<file path="config.mk">
export PLATFORM = sky130hd
export DESIGN_NAME = instr_loader
export DESIGN_NICKNAME = d
export VERILOG_FILES = /design/src/rtl/instr_loader_pkg.sv /design/src/rtl/instr_loader_pack.sv /design/src/rtl/instr_loader.sv
export SDC_FILE = /design/constraint.sdc
export NUM_CORES = 1
export LEC_CHECK = 0
export ABC_AREA = 1
export CORE_UTILIZATION = 47
export DETAILED_ROUTE_END_ITERATION = 10
export PLACE_DENSITY = 0.91
export SYNTH_ARGS = -nofsm -noshare
export SYNTH_HDL_FRONTEND = slang
export SYNTH_HIERARCHICAL = 1
export SYNTH_SLANG_ARGS = --single-unit
</file>
<file path="constraint.sdc">
create_clock -name clk -period 3.6 [get_ports clk]
set_input_delay 0.54 -clock clk [delete_from_list [all_inputs] [get_ports clk]]
set_output_delay 0.54 -clock clk [all_outputs]
set_load 0.01 [all_outputs]
</file>
<file path="src/rtl/instr_loader_pkg.sv">
// Shared constants for the instruction loader: mnemonic codes, MIPS opcodes and
// funct codes, loader FSM states, and word-packing helpers.
package instr_loader_pkg;

  // Symbolic mnemonic codes presented on in_mn; unlisted codes are illegal.
  typedef enum logic [4:0] {
    MN_ADD  = 5'd0,
    MN_SUB  = 5'd1,
    MN_AND  = 5'd2,
    MN_OR   = 5'd3,
    MN_NOR  = 5'd4,
    MN_SLT  = 5'd5,
    MN_SLL  = 5'd6,
    MN_SRL  = 5'd7,
    MN_ADDI = 5'd8,
    MN_ANDI = 5'd9,
    MN_ORI  = 5'd10,
    MN_BEQ  = 5'd11,
    MN_BNE  = 5'd12,
    MN_LW   = 5'd13,
    MN_SW   = 5'd14,
    MN_J    = 5'd15,
    MN_JAL  = 5'd16
  } mn_e;

  // Primary opcodes.
  localparam logic [5:0] OPC_RTYPE = 6'h00;
  localparam logic [5:0] OPC_J     = 6'h02;
  localparam logic [5:0] OPC_JAL   = 6'h03;
  localparam logic [5:0] OPC_BEQ   = 6'h04;
  localparam logic [5:0] OPC_BNE   = 6'h05;
  localparam logic [5:0] OPC_ADDI  = 6'h08;
  localparam logic [5:0] OPC_ANDI  = 6'h0C;
  localparam logic [5:0] OPC_ORI   = 6'h0D;
  localparam logic [5:0] OPC_LW    = 6'h23;
  localparam logic [5:0] OPC_SW    = 6'h2B;

  // R-type funct codes.
  localparam logic [5:0] FN_SLL = 6'h00;
  localparam logic [5:0] FN_SRL = 6'h02;
  localparam logic [5:0] FN_ADD = 6'h20;
  localparam logic [5:0] FN_SUB = 6'h22;
  localparam logic [5:0] FN_AND = 6'h24;
  localparam logic [5:0] FN_OR  = 6'h25;
  localparam logic [5:0] FN_NOR = 6'h27;
  localparam logic [5:0] FN_SLT = 6'h2A;

  // Loader FSM states.
  typedef enum logic [1:0] {
    ST_IDLE,
    ST_LOAD,
    ST_DONE,
    ST_ERR
  } ld_state_e;

  function automatic logic [31:0] r_word(input logic [4:0] rs, input logic [4:0] rt,
                                         input logic [4:0] rd, input logic [4:0] sh,
                                         input logic [5:0] fn);
    return {OPC_RTYPE, rs, rt, rd, sh, fn};
  endfunction

  function automatic logic [31:0] i_word(input logic [5:0] op, input logic [4:0] rs,
                                         input logic [4:0] rt, input logic [15:0] imm);
    return {op, rs, rt, imm};
  endfunction

  function automatic logic [31:0] j_word(input logic [5:0] op, input logic [25:0] addr);
    return {op, addr};
  endfunction

endpackage

</file>
<file path="src/rtl/instr_loader_pack.sv">
// Combinational packer: mnemonic plus operand fields -> 32-bit MIPS word and a
// legality flag. Fields the operation does not use are forced to zero.
module instr_pack
  import instr_loader_pkg::*;
(
  input  logic [4:0]  mn_i,
  input  logic [4:0]  rs_i,
  input  logic [4:0]  rt_i,
  input  logic [4:0]  rd_i,
  input  logic [4:0]  shamt_i,
  input  logic [15:0] imm16_i,
  input  logic [25:0] addr26_i,
  output logic [31:0] word_o,
  output logic        legal_o
);

  // Select the encoding format and fill in the opcode/funct for each mnemonic.
  always_comb begin
    word_o  = '0;
    legal_o = 1'b1;
    case (mn_e'(mn_i))
      MN_ADD:  word_o = r_word(rs_i, rt_i, rd_i, 5'd0, FN_ADD);
      MN_SUB:  word_o = r_word(rs_i, rt_i, rd_i, 5'd0, FN_SUB);
      MN_AND:  word_o = r_word(rs_i, rt_i, rd_i, 5'd0, FN_AND);
      MN_OR:   word_o = r_word(rs_i, rt_i, rd_i, 5'd0, FN_OR);
      MN_NOR:  word_o = r_word(rs_i, rt_i, rd_i, 5'd0, FN_NOR);
      MN_SLT:  word_o = r_word(rs_i, rt_i, rd_i, 5'd0, FN_SLT);
      MN_SLL:  word_o = r_word(5'd0, rt_i, rd_i, shamt_i, FN_SLL);
      MN_SRL:  word_o = r_word(5'd0, rt_i, rd_i, shamt_i, FN_SRL);
      MN_ADDI: word_o = i_word(OPC_ADDI, rs_i, rt_i, imm16_i);
      MN_ANDI: word_o = i_word(OPC_ANDI, rs_i, rt_i, imm16_i);
      MN_ORI:  word_o = i_word(OPC_ORI, rs_i, rt_i, imm16_i);
      MN_BEQ:  word_o = i_word(OPC_BEQ, rs_i, rt_i, imm16_i);
      MN_BNE:  word_o = i_word(OPC_BNE, rs_i, rt_i, imm16_i);
      MN_LW:   word_o = i_word(OPC_LW, rs_i, rt_i, imm16_i);
      MN_SW:   word_o = i_word(OPC_SW, rs_i, rt_i, imm16_i);
      MN_J:    word_o = j_word(OPC_J, addr26_i);
      MN_JAL:  word_o = j_word(OPC_JAL, addr26_i);
      default: legal_o = 1'b0;
    endcase
  end

endmodule

</file>
<file path="src/rtl/instr_loader.sv">
// Instruction loader: accepts symbolic instructions, packs them into MIPS words
// and streams them into instruction memory, holding the core in reset until the
// program has been completely loaded.
module instr_loader
  import instr_loader_pkg::*;
#(
  parameter int ADDR_W = 6,
  parameter int DEPTH  = 64
) (
  input  logic              clk,
  input  logic              reset,
  input  logic              start,
  input  logic              in_valid,
  output logic              in_ready,
  input  logic              in_last,
  input  logic [4:0]        in_mn,
  input  logic [4:0]        in_rs,
  input  logic [4:0]        in_rt,
  input  logic [4:0]        in_rd,
  input  logic [4:0]        in_shamt,
  input  logic [15:0]       in_imm16,
  input  logic [25:0]       in_addr26,
  output logic              mem_we,
  output logic [ADDR_W-1:0] mem_addr,
  output logic [31:0]       mem_wdata,
  output logic              cpu_hold,
  output logic [ADDR_W:0]   count,
  output logic              done,
  output logic              err
);

  localparam logic [ADDR_W:0] DEPTH_C = (ADDR_W + 1)'(DEPTH);

  ld_state_e         state_q, state_d;
  logic [ADDR_W:0]   count_q, count_d;
  logic              mem_we_q, mem_we_d;
  logic [ADDR_W-1:0] mem_addr_q, mem_addr_d;
  logic [31:0]       mem_wdata_q, mem_wdata_d;

  logic [31:0]       pack_word;
  logic              pack_legal;
  logic              xfer;

  instr_pack u_pack (
    .mn_i     (in_mn),
    .rs_i     (in_rs),
    .rt_i     (in_rt),
    .rd_i     (in_rd),
    .shamt_i  (in_shamt),
    .imm16_i  (in_imm16),
    .addr26_i (in_addr26),
    .word_o   (pack_word),
    .legal_o  (pack_legal)
  );

  assign in_ready  = (state_q == ST_LOAD);
  assign xfer      = in_valid && in_ready;
  assign mem_we    = mem_we_q;
  assign mem_addr  = mem_addr_q;
  assign mem_wdata = mem_wdata_q;
  assign count     = count_q;
  assign done      = (state_q == ST_DONE);
  assign err       = (state_q == ST_ERR);
  assign cpu_hold  = (state_q != ST_DONE);

  // Next-state, counter and write-port computation.
  // A beat accepted on the same edge as start still writes at its old address;
  // start then takes over state and count.
  always_comb begin
    state_d     = state_q;
    count_d     = count_q;
    mem_we_d    = 1'b0;
    mem_addr_d  = mem_addr_q;
    mem_wdata_d = mem_wdata_q;
    if (xfer) begin
      if (!pack_legal || (count_q == DEPTH_C)) begin
        state_d = ST_ERR;
      end else begin
        mem_we_d    = 1'b1;
        mem_addr_d  = count_q[ADDR_W-1:0];
        mem_wdata_d = pack_word;
        count_d     = count_q + 1'b1;
        if (in_last) begin
          state_d = ST_DONE;
        end
      end
    end
    if (start) begin
      state_d = ST_LOAD;
      count_d = '0;
    end
  end

  // State, counter and registered write-port outputs.
  always_ff @(posedge clk or posedge reset) begin
    if (reset) begin
      state_q     <= ST_IDLE;
      count_q     <= '0;
      mem_we_q    <= 1'b0;
      mem_addr_q  <= '0;
      mem_wdata_q <= '0;
    end else begin
      state_q     <= state_d;
      count_q     <= count_d;
      mem_we_q    <= mem_we_d;
      mem_addr_q  <= mem_addr_d;
      mem_wdata_q <= mem_wdata_d;
    end
  end

endmodule
</file>
Word-level counts from Yosys, hierarchy flattened:

Index checks and enable logic that the tools add are counted.

* output and inout port bits: 50
* word-level logic and storage cells: 50
* flip-flop bits (word level): 48
* input bits: 72

* reduce and logical (&&, ||, !) cells: 10
* multiplexer cells: 11
* eq/ne operators: 22
* add/subtract/negate cells: 1
* bitwise operators: 1

Operator list (count)
* $pmux W32 S17: 1
* $eq A5 B4 Y1 const B: 8
* $mux W7: 3
* $eq A5 B3 Y1 const B: 4
* $reduce_or A17 Y1: 1
* $eq A5 B2 Y1 const B: 2
* $mux W2: 4
* $add A7 B1 Y7 const B: 1
* $eq A7 B7 Y1 const B: 1
* $reduce_and A2 Y1: 3
* $eq A5 B1 Y1 const B: 1
* $eq A5 B5 Y1 const B: 1
* $logic_not A5 Y1: 1
* $eq A2 B2 Y1 const B: 2
* $ne A2 B2 Y1 const B: 2
* $mux W1: 3
* $reduce_bool A3 Y1: 1
* $eq A2 B1 Y1 const B: 1
* $reduce_bool A2 Y1: 1
* $logic_and A1 B1 Y1: 1
* $logic_not A1 Y1: 1
* $logic_or A1 B1 Y1: 1
* $not A1 Y1: 1

Logic depth before layout (Yosys ltp):

Gate-level depths: netlist of run 1.

* word-level depth: 8
* gate-level depth with buffers: 12
* depth with buffers taken out: 10

By module:

Netlist of run 1, hierarchy kept.

By module, submodules not included
* instr_loader: area each 2037.0 um2, cells an instance 245, sequential area each 1201.2 um2, times used 1
* instr_pack: area each 1016.0 um2, cells an instance 207, sequential area each 0.0 um2, times used 1

Least setup slack after synthesis of run 1:

OpenSTA, ideal clock, no wires.

* path kind: input -> register
* start: input in_mn[1]
* end: register mem_wdata_q[10] (netlist: mem_wdata[10])
* library setup time: 0.065 ns
* arrival: 1.819 ns
* path buffers: 3
* cell stages on the path: 8
* data required time: 3.535 ns
* slack: 1.716 ns
* cell sequence: buf_6 -> o41ai_1 -> nand3_2 -> inv_2 -> buf_6 -> buf_6 -> nand2_1 -> nand2_1

* word-level cells in the longest chain between the ends: 7
* elaborated cells between the ends (all ways): 24
* those cells by class: eq/ne (16); mux (2); bitwise (1); reduce/logical (5)

RTL lines
* start: declaration: line instr_loader.sv:16 `input logic [4:0] in_mn,`
* $eq A5 B1 Y1 (tied with other cells): line instr_loader_pack.sv:21 `case (mn_e'(mn_i))`
* $reduce_or A17 Y1 (no source line) (*)
* $mux W1 (*): line instr_loader_pack.sv:21
* net pack_legal: line instr_loader.sv:41 `logic pack_legal;`
* $logic_not A1 Y1 (*): line instr_loader.sv:76 `if (!pack_legal || (count_q == DEPTH_C)) begin`
* $logic_or A1 B1 Y1 (*): line instr_loader.sv:76
* $not A1 Y1 (no source line) (*)
* $reduce_and A2 Y1 (no source line) (*)
* end signal: assignment: line instr_loader.sv:107 `mem_wdata_q <= mem_wdata_d;`
* end: declaration: line instr_loader.sv:38 `logic [31:0] mem_wdata_q, mem_wdata_d;`

The timed path passes the listed nets; every way through them passes the cells marked *.
A chain may end at the register's enable or synchronous reset.

Worst setup path after layout of run 1:

* start: input in_mn[1]
* end: register mem_wdata_q[13] (netlist: mem_wdata[13])

* elaborated cells between the ends (all ways): 24
* those cells by class: eq/ne (16); mux (2); bitwise (1); reduce/logical (5)

RTL lines
* $eq A5 B5 Y1 (tied with other cells): line instr_loader_pack.sv:21
* $pmux W32 S17 (*): line instr_loader_pack.sv:21
* net pack_word[13]: line instr_loader.sv:40 `logic [31:0] pack_word;`

Marked as above.

==> results of run 1 <==
[worst reg2reg max path, delay by kind of cell, from the launching register on]
family	cells	cell delay [ns]
fa+ha+maj	1	0.19
flops	1	0.44
buf+inv	3	0.65
simple gates	6	0.49
[placed cells by master (no fill, tap or decap), types with 6 or more instances in the layout]
cell type | Yosys | final
a21oi_1 | 11 | 11
dfrtp_1 | 48 | 48
o21ai_0 | 15 | 15
nor2_1 | 43 | 43
nand2_1 | 196 | 196
clkbuf_8 | 0 | 6
inv_1 | 28 | 27
nand3_1 | 48 | 48
clkdlybuf4s50_1 | 0 | 121
[per-layer routing]
| layer | wire [um] | vias up |
|---|---|---|
| li1 | - | 1652 |
| met1 | 3600 | 1531 |
| met2 | 4090 | 176 |
| met3 | 785 | 18 |
| met4 | 194 | 0 |
| met5 | 0 | - |
[how the worst min path moves through the flow]
stage                       start             to  slack, ns  depth (start not counted)
floorplan              state_q[1]     state_q[1]       0.46                          2
CTS                 mem_wdata[10]  mem_wdata[10]       0.49                          2
global route         mem_wdata[7]   mem_wdata[7]       0.51                          2
finish              mem_wdata[10]  mem_wdata[10]       0.49                          2
detailed placement  mem_wdata[10]  mem_wdata[10]       0.46                          2
global placement    mem_wdata[28]  mem_wdata[28]       0.46                          2
[state kept, by name, summed over array words and instances, names as in the netlist]
name / count
mem_we: 1
state_q: 2
count: 7
mem_addr: 6
mem_wdata: 32
[power groups by stage]
stage / Sequential (mW) / Combinational, mW / Clock [mW]
2_1_floorplan: 0.728 / 0.202 / 0
3_5_place_dp: 0.694 / 0.555 / 0
6_report: 0.688 / 0.553 / 0.335
5_1_grt: 0.699 / 0.607 / 0.368
3_3_place_gp: 0.693 / 0.545 / 0
4_1_cts: 0.688 / 0.556 / 0.342
[cells by family after synthesis]
group	count (synthesis)	share of synthesized area (%)
simple gates	306	41.8
compound gates	44	9.22
buf+inv	50	8.36
fa+ha+maj	2	0.820
flops	48	39.3
xor+xnor	1	0.287
other cells	1	0.123
[through the flow]
| step | utilization [%] | power [mW] |
|---|---|---|
| 2_1_floorplan | - | 0.930 |
| 3_5_place_dp | 69.6 | 1.25 |
| 3_3_place_gp | 69.6 | 1.24 |
| 6_report | 71.1 | 1.58 |
| 5_1_grt | 71.1 | 1.67 |
| 4_1_cts | 71.1 | 1.59 |
[final cells by class]
cell class	count	area, sq um
fillers	504	1760
inverters	31	116
multi-input cells	354	1600
clock buffers	7	86.3
repair buffers	124	1230
clock inverters	1	7.51
flip-flops and latches	48	1200
well taps	75	93.8
==> reports/metrics.csv, run 1 <==
stage,metric,value,unit
synthesis,postSynthAreaPerCell,6.75,sq um
critical_path,reg2reg_setup_slack,1.72,ns
global_routing,grt_pass1_wl,14300,um
drt,drt-pass1-iter-count,5,
sta,fmax,405,MHz
min_path,hold_class,flop to flop,
final_layout,final_cells,640,
critical_path,endpoint,mem_wdata[13],
pwr,switchingPower,0.495,mW
critical_path,slowest_delay,0.56,ns
synthesis,synth_cell_types,27,
pwr,comb_power_share,35.1,%
critical_path,r2r_end,count[2],
sta,fin_skew,0.00413,ns
pwr,swShare,31.4,%
synthesis,async_flop_share,100,%
placed_design,numPortBuffers,121,
placed_design,hpwlAfterDp,6440,um
pwr,ir_worst_vdd,0.207,mV
global_routing,globalRouteMet2Util,45.5,%
critical_path,worst_ep_arrival_time,2.70,ns
critical_path,ff2ff_path_depth,10,
job,drv_cap,0,
placed_design,gp_congestion,0.949,
clocking,post_cts_resized,0,
pwr,power.share.clock,21.3,%
synthesis,yosys_warnings,6,
clocking,htree_levels,2,
clocking,cts-root-buf,clkbuf_8,
global_routing,met1_usage,34.3,%
synthesis,syn_nets,526,
placed_design,dp_slack,0.936,ns
synthesis,synth-seq-area-share,39.3,%
floorplanning,start_util,50.1,%
drt,vias,3377,
critical_path,crit_top_cell,nor2_1,
placed_design,place_area,0.00424,sq mm
critical_path,timing.rr.start,count[0],
floorplanning,die_h,82.6,um
pwr,p_seq_share,43.6,%
critical_path,cp.depth,10,
sta,setup-tns-final,0,ns
floorplanning,rows,28,
critical_path,slowest_stage,clkdlybuf4s50_1,
sta,fin_hold_ws,0.487,ns
critical_path,crit_required,3.84,ns
synthesis,synth_top_area_share,39.3,%
floorplanning,die_area,0.00682,sq mm
clocking,holdBufCountCts,0,
synthesis,ys_ff_latch,48,
floorplanning,ios,122,
global_routing,grt_use_total,27.4,%
critical_path,cp_max_fo,27,
drt,drcViolationCount,0,
clocking,clk_path_buf_depth,2,
critical_path,critPathLaunch,in_mn[1],
drt,viasPerCell,5.28,
global_routing,grt_overflow,0,
drt,ant_nets,0,
pwr,intPower,1.08,mW
clocking,cts.clk_slew.worst_paths,0.09,ns
sta,slew_viol_final,0,
sta,post-route-min-period,2.47,ns
synthesis,synthCells,452,
synthesis,ys_top_cells_by_area,"dfrtp_1, nand2_1, nand3_1",
synthesis,synth_common_cells,"nand2_1, dfrtp_1, nand3_1",
clocking,cts_tree,done,
final_layout,area_growth,42.0,%
pwr,power_density,364,mW/mm^2
final_layout,nets,638,
clocking,post-cts-setup-buffers,0,
synthesis,yosysMostFrequentCell,nand2_1,
clocking,cts_buffers,5,
synthesis,synthFlopType,dfrtp_1,
global_routing,grt_max_degree,52,
placed_design,dp.cells,632,
critical_path,worstSetupPathType,input pin to flop,
sta,finalHoldViolCount,0,
clocking,clk_latency,0.30,ns
drt,drt-total-wl,8670,um
sta,timing.final.crit_share,68.5,%
critical_path,crit_path_end_kind,flop,
sta,max_slew.worst_pin.slew,0.963,ns
floorplanning,fp.dieW,82.6,um
critical_path,startpoint_type,input pin,
global_routing,met3_usage,6.26,%
critical_path,path_cells,clkdlybuf4s50_1 > nor2_1 > nand3_1 > nand2_2 > inv_1 > nor2_1 > nor2_1 > nand3_1 > nand2_1 > nand2_1,
final_layout,diodes,0,
clocking,clock_sinks,48,
floorplanning,core_area,0.00610,sq mm
drt,routedWlPerCell,13.6,um
drt,drt_iter0_drc,193,
synthesis,syn-cell-area,0.00305,sq mm
synthesis,synth_area_leader_cell,dfrtp_1,
sta,setup_ws,1.13,ns
critical_path,crit_buf_inv,2,
synthesis,synth_edf_count,0,
sta,finalSetupViolCount,0,
global_routing,grt_antenna_before_repair,0,
sta,worst_slew_margin_rel,35.7,%
final_layout,design_area,0.00434,sq mm
global_routing,grt_pass1_vias,3247,
final_layout,drive_gt1_share,6.02,%
status,status,"finished, final reports clean",
sta,rsz0062_at_grt,no,
global_routing,top_usage_layer,met2,
critical_path,path_delay_family,simple AND/OR/NAND/NOR gates,
pwr,power.leakage,2.16,nW
(Power assumes the default switching activity.)
==> inputs of run 2 (changes only) <==
--- a/config.mk
+++ b/config.mk
@@ -6,9 +6,9 @@
 export NUM_CORES = 1
 export LEC_CHECK = 0
 export ABC_AREA = 1
-export CORE_UTILIZATION = 47
+export CORE_UTILIZATION = 40
 export DETAILED_ROUTE_END_ITERATION = 10
-export PLACE_DENSITY = 0.91
+export PLACE_DENSITY = 0.83
 export SYNTH_ARGS = -nofsm -noshare
 export SYNTH_HDL_FRONTEND = slang
 export SYNTH_HIERARCHICAL = 1
==> constraint.sdc (replaced) <==
create_clock -name clk -period 2.04 [get_ports clk]
set_input_delay 0.306 -clock clk [delete_from_list [all_inputs] [get_ports clk]]
set_output_delay 0.306 -clock clk [all_outputs]
set_load 0.01 [all_outputs]
==> reports/metrics.csv, run 2 (synthesized netlist as in run 1, its figures left out) <==
stage,metric,value,unit,change
status,status,"finished, final reports clean",,unchanged
clocking,cts-root-buf,clkbuf_8,,unchanged
clocking,cts_buffers,5,,unchanged
final_layout,largest_reg_flops,32,,unchanged
final_layout,multi_input_comb_area,0.00160,sq mm,unchanged
sta,max_slew.worst_pin.slew,0.586,ns,was 0.963 ns
global_routing,grt_pass1_wl,14100,um,was 14300 um
placed_design,gp_congestion,0.995,,was 0.949
floorplanning,die_area,0.00799,sq mm,was 0.00682 sq mm
clocking,holdBufCountCts,0,,unchanged
final_layout,final_common_cell,nand2_1,,unchanged
final_layout,diodes,0,,unchanged
sta,fin_skew,0.00615,ns,was 0.00413 ns
sta,timing.final.crit_share,94.6,%,
sta,finalSetupViolCount,0,,unchanged
critical_path,slowest_stage,clkdlybuf4s50_1,,unchanged
sta,slew_viol_final,0,,unchanged
pwr,ir_worst_vdd,0.370,mV,was 0.207 mV
drt,drcViolationCount,0,,unchanged
critical_path,crit_required,2.23,ns,was 3.84 ns
clocking,cts_tree,done,,unchanged
drt,drt_iter0_drc,153,,was 193
drt,routedWlPerCell,13.0,um,was 13.6 um
floorplanning,rows,31,,was 28
floorplanning,core_area,0.00733,sq mm,was 0.00610 sq mm
critical_path,worst_ep_arrival_time,2.13,ns,was 2.70 ns
final_layout,drive_gt1_share,9.40,%,was 6.02%
clocking,cts.clk_slew.worst_paths,0.09,ns,about the same
global_routing,grt_antenna_before_repair,0,,unchanged
drt,drt-total-wl,8890,um,was 8670 um
critical_path,crit_buf_inv,3,,was 2
floorplanning,fp.dieW,89.4,um,was 82.6 um
critical_path,slowest_delay,0.56,ns,about the same
pwr,power.leakage,2.29,nW,was 2.16 nW
critical_path,startpoint_type,input pin,,unchanged
final_layout,nets,658,,was 638
global_routing,grt_pass1_vias,3121,,was 3247
clocking,post-cts-setup-buffers,0,,unchanged
sta,setup-tns-final,0,ns,unchanged
clocking,clk_path_buf_depth,2,,unchanged
sta,rsz0062_at_grt,no,,unchanged
sta,finalHoldViolCount,0,,unchanged
pwr,intPower,2.16,mW,was 1.08 mW
pwr,swShare,29.3,%,was 31.4%
clocking,htree_levels,2,,unchanged
pwr,comb_power_share,33.3,%,was 35.1%
clocking,clock_sinks,48,,unchanged
global_routing,grt_overflow,0,,unchanged
critical_path,reg2reg_setup_slack,0.44,ns,was 1.72 ns
drt,viasPerCell,4.93,,was 5.28
placed_design,hpwlAfterDp,6860,um,was 6440 um
sta,fmax,518,MHz,
floorplanning,die_h,89.4,um,was 82.6 um
critical_path,cp_max_fo,20,,was 27
final_layout,fillers,646,,was 504
clocking,post_cts_resized,0,,unchanged
drt,vias,3374,,was 3377
clocking,clk_latency,0.30,ns,about the same
min_path,hold_class,input pin to asynchronous set/reset pin,,was flop to flop
critical_path,path_delay_family,buffers and inverters,,was simple AND/OR/NAND/NOR gates
critical_path,crit_path_end_kind,flop,,unchanged
floorplanning,start_util,41.6,%,was 50.1%
pwr,p_total,3.05,mW,was 1.58 mW
sta,post-route-min-period,1.93,ns,
drt,drt-pass1-iter-count,5,,unchanged
pwr,switchingPower,0.894,mW,was 0.495 mW
placed_design,numPortBuffers,121,,unchanged
final_layout,register_area,0.00120,sq mm,unchanged
drt,ant_nets,0,,unchanged
global_routing,grt_max_degree,49,,was 52
sta,worst_slew_margin_rel,60.4,%,was 35.7%
job,drv_cap,0,,unchanged
final_layout,area_growth,51.0,%,was 42.0%
critical_path,path_cells,clkdlybuf4s50_1 > o41ai_1 > buf_4 > nand3_2 > buf_4 > nand2_1 > nand2_1,,was clkdlybuf4s50_1 > nor2_1 > nand3_1 > nand2_2 > inv_1 > nor2_1 > nor2_1 > nand3_1 > nand2_1 > nand2_1
critical_path,worstSetupPathType,input pin to flop,,unchanged
global_routing,grt_use_total,22.9,%,was 27.4%
pwr,power.share.clock,27.0,%,was 21.3%
pwr,power_density,663,mW/mm^2,was 364 mW/mm^2
final_layout,mostFrequentLayoutCells,"nand2_1, clkdlybuf4s50_1, nand3_1, dfrtp_1, nor2_1",,unchanged
floorplanning,ios,122,,unchanged
pwr,p_seq_share,39.7,%,was 43.6%
==> run 2: cell count changes in the layout (fill, tap and decap cells not counted) <==
cell / previous run / this run
clkbuf_8: 6 / 5
buf_4: 3 / 19
inv_6: 0 / 1
clkinvlp_4: 1 / 0
clkbuf_1: 1 / 0
bufinv_16: 0 / 2
buf_12: 0 / 4
==> run 2: worst paths after layout <==
path / start / depth (start not counted) / to
worst min register to register: mem_wdata[9] / 2 / mem_wdata[9]
min in group clk: mem_wdata[9] / 2 / mem_wdata[9]
worst min-delay path: reset / 3 / mem_addr[0]
worst max-delay path: in_mn[3] / 7 / mem_wdata[24]
worst max register to register: count[0] / 9 / mem_wdata[24]
max in group asynchronous: reset / 3 / mem_wdata[26]
==> run 2: power groups by stage <==
| stage | logic [mW] | clock network [mW] | registers, mW |
|---|---|---|---|
| detailed placement | 1.02 | 0 | 1.23 |
| global route | 1.11 | 0.869 | 1.23 |
| global placement | 0.999 | 0 | 1.23 |
| finish | 1.02 | 0.824 | 1.21 |
| floorplan | 0.357 | 0 | 1.29 |
| CTS | 1.03 | 0.836 | 1.21 |
==> run 2: cell type report <==
cell class,count,share of cell area (%)
repair buffers,144,31.1
multi-input cells,354,34.6
flip-flops and latches,48,26.1
clock inverters,3,1.49
well taps,99,2.69
inverters,31,2.52
clock buffers,5,1.49
==> run 2: per-layer routing <==
| metal | GRT usage [%] | share of wire (%) | vias up |
|---|---|---|---|
| met3 | 4.89 | 7.1 | 15 |
| met4 | 6.64 | 1.7 | 0 |
| met5 | 0 | 0 | - |
| met2 | 38.9 | 48 | 132 |
| li1 | - | - | 1685 |
| met1 | 29.5 | 43 | 1542 |
==> run 2: worst register-to-register path: stages (launching register included) <==
cell and delay [ns]:
dfrtp_1 0.44, inv_1 0.14, ha_1 0.17, nand2_1 0.05, inv_1 0.08, nand3_2 0.09, nand3_2 0.12, buf_4 0.25
nand2_1 0.11, nand2_1 0.09
==> run 2: metrics by stage <==
| step | setup slack (ns) | std cells | hold WS [ns] | utilization (%) | area [sq um] |
|---|---|---|---|---|---|
| 3_5_place_dp | -0.178 | 676 | 0.465 | 61.0 | 4470 |
| 6_report | 0.109 | 684 | 0.345 | 62.9 | 4610 |
| 3_3_place_gp | -0.167 | 676 | 0.465 | 61.0 | 4470 |
| 2_1_floorplan | 0.390 | 452 | 0.455 | - | 3050 |
| 5_1_grt | 0.0207 | 684 | 0.395 | 62.9 | 4610 |
| 4_1_cts | 0.122 | 684 | 0.364 | 62.9 | 4610 |
